<file path="src/rtl/pipe_ctrl_if.sv">
// ---------------------------------------------------------------------------
// pipe_ctrl_if
// Bundles the signals exchanged between the pipeline control unit and the
// rest of the 5-stage MIPS32 core.
//   stallreq_from_if/id/ex/mem : per-stage stall requests into the controller
//   excepttype_i               : exception code from MEM stage (0 = none)
//   cp0_epc_i                  : forwarded EPC, restart address for ERET
//   cnt_clr                    : clears the stall-cycle counter
//   stall                      : 6-bit stall vector (0=PC,1=IF,2=ID,3=EX,4=MEM,5=WB)
//   flush / new_pc             : registered one-cycle flush pulse and restart PC
//   stall_cycles               : saturating count of PC-stall cycles
// Modports: slave = the controller, master = the core / environment side.
// ---------------------------------------------------------------------------
interface pipe_ctrl_if #(
    parameter int CNT_W = 16
);
    logic              stallreq_from_if;
    logic              stallreq_from_id;
    logic              stallreq_from_ex;
    logic              stallreq_from_mem;
    logic [31:0]       excepttype_i;
    logic [31:0]       cp0_epc_i;
    logic              cnt_clr;
    logic [5:0]        stall;
    logic              flush;
    logic [31:0]       new_pc;
    logic [CNT_W-1:0]  stall_cycles;

    modport slave (
        input  stallreq_from_if, stallreq_from_id, stallreq_from_ex,
               stallreq_from_mem, excepttype_i, cp0_epc_i, cnt_clr,
        output stall, flush, new_pc, stall_cycles
    );

    modport master (
        output stallreq_from_if, stallreq_from_id, stallreq_from_ex,
               stallreq_from_mem, excepttype_i, cp0_epc_i, cnt_clr,
        input  stall, flush, new_pc, stall_cycles
    );
endinterface

</file>
<file path="src/rtl/pipe_ctrl.sv">
// ---------------------------------------------------------------------------
// pipe_ctrl
// Pipeline control unit for the 5-stage MIPS32 core. Merges stage stall
// requests into the stall vector, sequences exceptions/ERET through a
// RUN -> HOLD -> FLUSH handshake (freeze, then a registered one-cycle flush
// carrying the restart PC), and counts PC-stall cycles with saturation.
// Ports:
//   clk  : core clock, all state on posedge
//   rst  : synchronous reset, active-high
//   bus  : pipe_ctrl_if.slave (stall requests, exception inputs, cnt_clr in;
//          stall, flush, new_pc, stall_cycles out)
// ---------------------------------------------------------------------------
module pipe_ctrl #(
    parameter logic [31:0] EXC_VECTOR = 32'h0000_0020,
    parameter int          CNT_W      = 16
) (
    input  logic        clk,
    input  logic        rst,
    pipe_ctrl_if.slave  bus
);

    localparam logic [1:0] ST_RUN   = 2'd0;
    localparam logic [1:0] ST_HOLD  = 2'd1;
    localparam logic [1:0] ST_FLUSH = 2'd2;

    localparam logic [31:0] CODE_ERET = 32'h0000_000e;

    logic [1:0]       state_q, state_d;
    logic             flush_q, flush_d;
    logic [31:0]      new_pc_q, new_pc_d;
    logic [31:0]      vec_q, vec_d;
    logic [CNT_W-1:0] cnt_q, cnt_d;
    logic [5:0]       stall;
    logic             accept;

    // Stall vector. Reset forces it low regardless of state.
    always_comb begin
        stall = 6'b000000;
        if (!rst) begin
            unique case (state_q)
                ST_RUN: begin
                    if (bus.stallreq_from_mem)     stall = 6'b011111;
                    else if (bus.stallreq_from_ex) stall = 6'b001111;
                    else if (bus.stallreq_from_id) stall = 6'b000111;
                    else if (bus.stallreq_from_if) stall = 6'b000011;
                    else                           stall = 6'b000000;
                end
                ST_HOLD:  stall = 6'b111111;
                default:  stall = 6'b000000;
            endcase
        end
    end

    // An exception is deferred while the data bus is waiting so the MEM
    // stage state is stable when it is taken.
    assign accept = (state_q == ST_RUN) && (bus.excepttype_i != 32'd0)
                    && !bus.stallreq_from_mem;

    always_comb begin
        state_d  = state_q;
        flush_d  = 1'b0;
        new_pc_d = new_pc_q;
        vec_d    = vec_q;
        unique case (state_q)
            ST_RUN: begin
                if (accept) begin
                    state_d = ST_HOLD;
                    vec_d   = (bus.excepttype_i == CODE_ERET) ? bus.cp0_epc_i
                                                              : EXC_VECTOR;
                end
            end
            ST_HOLD: begin
                state_d  = ST_FLUSH;
                flush_d  = 1'b1;
                new_pc_d = vec_q;
            end
            default: begin
                state_d = ST_RUN;
            end
        endcase
    end

    // Clear wins over increment; the counter sticks at all-ones.
    always_comb begin
        cnt_d = cnt_q;
        if (bus.cnt_clr)
            cnt_d = '0;
        else if (stall[0] && (cnt_q != {CNT_W{1'b1}}))
            cnt_d = cnt_q + CNT_W'(1);
    end

    always_ff @(posedge clk) begin
        if (rst) begin
            state_q  <= ST_RUN;
            flush_q  <= 1'b0;
            new_pc_q <= 32'd0;
            cnt_q    <= '0;
        end else begin
            state_q  <= state_d;
            flush_q  <= flush_d;
            new_pc_q <= new_pc_d;
            cnt_q    <= cnt_d;
        end
    end

    // Only read after an accept has loaded it, so it needs no reset.
    always_ff @(posedge clk) begin
        vec_q <= vec_d;
    end

    assign bus.stall        = stall;
    assign bus.flush        = flush_q;
    assign bus.new_pc       = new_pc_q;
    assign bus.stall_cycles = cnt_q;

endmodule
</file>
<file path="src/flat_wrapper.sv">
// flat-port wrapper written by rule: the top's interface ports become plain ports
module pipe_ctrl_flat 
#(
    parameter logic [31:0] EXC_VECTOR = 32'h0000_0020,
    parameter int          CNT_W      = 16
)
  (clk, rst, bus_stallreq_from_if, bus_stallreq_from_id, bus_stallreq_from_ex, bus_stallreq_from_mem, bus_excepttype_i, bus_cp0_epc_i, bus_cnt_clr, bus_stall, bus_flush, bus_new_pc, bus_stall_cycles);
  pipe_ctrl_if #(.CNT_W(CNT_W)) bus_i ();
  input  logic clk;
  input  logic rst;
  input wire logic [$bits(bus_i.stallreq_from_if)-1:0] bus_stallreq_from_if;
  input wire logic [$bits(bus_i.stallreq_from_id)-1:0] bus_stallreq_from_id;
  input wire logic [$bits(bus_i.stallreq_from_ex)-1:0] bus_stallreq_from_ex;
  input wire logic [$bits(bus_i.stallreq_from_mem)-1:0] bus_stallreq_from_mem;
  input wire logic [$bits(bus_i.excepttype_i)-1:0] bus_excepttype_i;
  input wire logic [$bits(bus_i.cp0_epc_i)-1:0] bus_cp0_epc_i;
  input wire logic [$bits(bus_i.cnt_clr)-1:0] bus_cnt_clr;
  output wire logic [$bits(bus_i.stall)-1:0] bus_stall;
  output wire logic [$bits(bus_i.flush)-1:0] bus_flush;
  output wire logic [$bits(bus_i.new_pc)-1:0] bus_new_pc;
  output wire logic [$bits(bus_i.stall_cycles)-1:0] bus_stall_cycles;
  assign bus_i.stallreq_from_if = bus_stallreq_from_if;
  assign bus_i.stallreq_from_id = bus_stallreq_from_id;
  assign bus_i.stallreq_from_ex = bus_stallreq_from_ex;
  assign bus_i.stallreq_from_mem = bus_stallreq_from_mem;
  assign bus_i.excepttype_i = bus_excepttype_i;
  assign bus_i.cp0_epc_i = bus_cp0_epc_i;
  assign bus_i.cnt_clr = bus_cnt_clr;
  assign bus_stall = bus_i.stall;
  assign bus_flush = bus_i.flush;
  assign bus_new_pc = bus_i.new_pc;
  assign bus_stall_cycles = bus_i.stall_cycles;
  pipe_ctrl #(.EXC_VECTOR(EXC_VECTOR), .CNT_W(CNT_W)) u_core (.clk(clk), .rst(rst), .bus(bus_i));
endmodule
</file>
<file path="config.mk">
export PLATFORM = sky130hd
export DESIGN_NAME = pipe_ctrl_flat
export DESIGN_NICKNAME = d
export VERILOG_FILES = /design/src/rtl/pipe_ctrl_if.sv /design/src/rtl/pipe_ctrl.sv /design/src/flat_wrapper.sv
export SDC_FILE = /design/constraint.sdc
export NUM_CORES = 1
export LEC_CHECK = 0
export ABC_AREA = 1
export CAP_MARGIN = 20
export CORE_MARGIN = 10
export CORE_UTILIZATION = 45
export DETAILED_ROUTE_END_ITERATION = 12
export PLACE_DENSITY_LB_ADDON = 0.3
export SYNTH_ARGS = -nofsm -noshare
export SYNTH_HDL_FRONTEND = slang
export SYNTH_SLANG_ARGS = --single-unit
</file>
<file path="constraint.sdc">
create_clock -name clk -period 4 [get_ports clk]
set_clock_uncertainty 0.2 [all_clocks]
set_input_delay 0.8 -clock clk [delete_from_list [all_inputs] [get_ports clk]]
set_output_delay 0.8 -clock clk [all_outputs]
set_load 0.1 [all_outputs]
</file>
==> results.py <==
metrics = {
    "run_status": {
        "status": "completed",
    },
    "global_routing": {
        "grt_pass1_wl_um": 15800,
        "track_usage": 0.162,
        "grt_max_degree": 34,
        "antenna_found_initial": 0,
        "first_global_vias": 3319,
        "grt_overflow": 0,
    },
    "detailed_routing": {
        "dr.pass1.iters": 5,
        "dr.first_iter.drc_count": 213,
        "vias": 3363,
        "wl_um": 9800,
        "viasPerCell": 4.92,
        "drc": 0,
        "wl_per_cell_um": 14.4,
        "antenna_left": 0,
    },
    "worst_setup_path": {
        "crit_path_max_incr_delay_ps": 470,
        "cp_slowest_cell": "clkdlybuf4s50_1",
        "rr_worst_depth": 6,
        "path_max_fanout": 6,
        "crit_type": "primary input to output port",
        "worstSetupStartpointType": "primary input",
        "endpoint_kind": "output port",
        "path_cells": "clkdlybuf4s50_1 > nor2_1 > inv_1 > a31oi_1 > buf_4",
        "required_ps": 3000,
        "cp.arrival_ps": 2100,
    },
    "flow_run": {
        "maxCapViolCount": 0,
    },
    "sta": {
        "maxClockFrequency_mhz": 322,
        "rsz0062_at_grt": "no",
        "finalSetupViolCount": 0,
        "slew_headroom": 0.328,
        "min_period_over_period": 0.776,
        "finalHoldViolations": 0,
        "tightestPinTransition_ps": 1010,
        "fin_setup_tns_ps": 0,
        "period_needed_ps": 3100,
        "holdWs_ps": 276,
        "slew_viol_final": 0,
    },
    "floorplan": {
        "rows": 32,
        "die_w_um": 110,
        "start_util": 0.468,
        "io_pins": 126,
        "core_mm2": 0.00781,
        "dieArea_mm2": 0.0121,
        "die_h_um": 110,
    },
    "min_path": {
        "hold_path_class": "register to register",
        "worstHoldPathCells": 2,
    },
    "clocking": {
        "cts_tree": "done",
        "postCtsResizedCells": 0,
        "cts-root-buf": "clkbuf_8",
        "cts_buffers": 9,
        "cts_setup_buffers": 0,
        "clk_pin_slew_ps": 80,
        "clkLatencyLatePin_ps": 340,
        "holdBufCountCts": 0,
        "ctsHtreeMaxLevel": 3,
        "clkSinkCount": 83,
        "clockBufferDepth": 2,
    },
    "layout": {
        "design_area_mm2": 0.00518,
        "fillers": 648,
        "num-nets-final": 648,
        "drive_above_1_share": 0.0706,
        "area_growth_pct": 41.7,
        "diodes": 0,
    },
    "place": {
        "dpl-instance-area_mm2": 0.00496,
        "gp_congestion": 0.814,
        "dp_hpwl_um": 7120,
        "place.port_buffers": 125,
    },
    "logic_synthesis": {
        "syn_nets": 527,
        "synth.distinct_cells": 30,
        "avgSynthCellArea_um2": 8.03,
        "ys_warn_count": 0,
        "yosysSeqAreaShare": 0.542,
        "synth_area_mm2": 0.00365,
        "ys_seq_elements": 83,
        "synth_cells": 455,
    },
    "pwr": {
        "leakage_nw": 2.08,
        "powerDensity_mw_per_mm2": 389,
        "max-vdd-ir-drop_mv": 0.233,
    },
}
power by group:
group          internal (mW)  total [mW]  switching, mW
sequential             0.916       0.935         0.0190
clock                  0.350       0.650          0.300
combinational          0.127       0.426          0.299
Yosys cell counts (all sizes together):
master,instances,area (um2)
a31oi,1,6.26
clkbuf,13,48.8
nor3,34,170
ha,1,12.5
inv,53,199
nand4,4,25.0
nor2,119,482
xnor2,1,8.76
edfxtp,32,961
and3,1,6.26
xor2,4,35.0
buf,5,41.3
nand2,65,272
nand3,18,90.1
a21oi,14,70.1
nand3b,1,7.51
o21ai,34,170
nor4,1,6.26
clkinv,3,21.3
dfxtp,51,1020
worst max-delay path, delay by kind of cell:
family	cells	cell delay, ps
compound gates	1	210
buf+inv	3	930
simple gates	1	160
routing by layer:
layer,global-route usage,vias up,wire length (um)
li1,-,1691,-
met5,0,-,0
met2,0.279,107,4890
met1,0.182,1542,3940
met3,0.0447,23,686
met4,0.0780,0,282
state kept, by name, indices dropped and copies added, names as in the netlist:
signal / cells
u_core.bus.stall_cycles: 16
u_core.bus.flush: 1
u_core.bus.new_pc: 32
u_core.state_q: 2
u_core.vec_q: 32
final cells by class:
type	instances	area (um2)	area share
clock inverters	7	92.6	0.0179
well taps	102	128	0.0247
inverters	56	220	0.0425
multi-input cells	298	1370	0.265
clock buffers	9	124	0.0239
flip-flops and latches	83	1980	0.383
repair buffers	128	1260	0.243
through the flow:
step / instances / util / worst slack [ps] / power, mW
2_1_floorplan: 455 / - / 455 / 1.23
3_3_place_gp: 667 / 0.635 / 1030 / 1.38
3_5_place_dp: 667 / 0.635 / 898 / 1.38
4_1_cts: 683 / 0.663 / 900 / 2.03
5_1_grt: 683 / 0.663 / 774 / 2.09
6_report: 683 / 0.663 / 896 / 2.01
placed cells by master (no fill, tap or decap), types with 5 or more instances in the layout:
| master | netlist | routed |
|---|---|---|
| edfxtp_1 | 32 | 32 |
| clkbuf_8 | 0 | 9 |
| nor2_4 | 4 | 5 |
| nor3_1 | 34 | 34 |
| a21oi_1 | 14 | 14 |
| clkdlybuf4s50_1 | 0 | 119 |
| o21ai_0 | 33 | 33 |
| inv_1 | 52 | 52 |
| dfxtp_1 | 51 | 51 |
| nand3_1 | 18 | 18 |
| buf_4 | 1 | 9 |
| nor2_1 | 113 | 111 |
| nand2_1 | 60 | 60 |
path summary, 6_finish.rpt:
kind,start,to,slack (ps)
max,rst,bus_stall[2],900
min,u_core.vec_q[4]$_SDFFCE_PP0P_,u_core.bus.new_pc[4]$_SDFFE_PP0N_,280
max reg2reg,u_core.state_q[0]$_SDFFE_PP0P_,u_core.bus.new_pc[14]$_SDFFE_PP0N_,1970
min reg2reg,u_core.vec_q[4]$_SDFFCE_PP0P_,u_core.bus.new_pc[4]$_SDFFE_PP0N_,280
cell families (layout without fill, tap and decap cells):
group,count (synthesis),count (layout),synth area share
compound gates,49,49,0.0675
xor+xnor,5,5,0.0120
fa+ha+maj,1,1,0.00342
buf+inv,74,200,0.0849
flops,83,83,0.542
simple gates,243,243,0.290
Power figures use the tool's default switching activity.
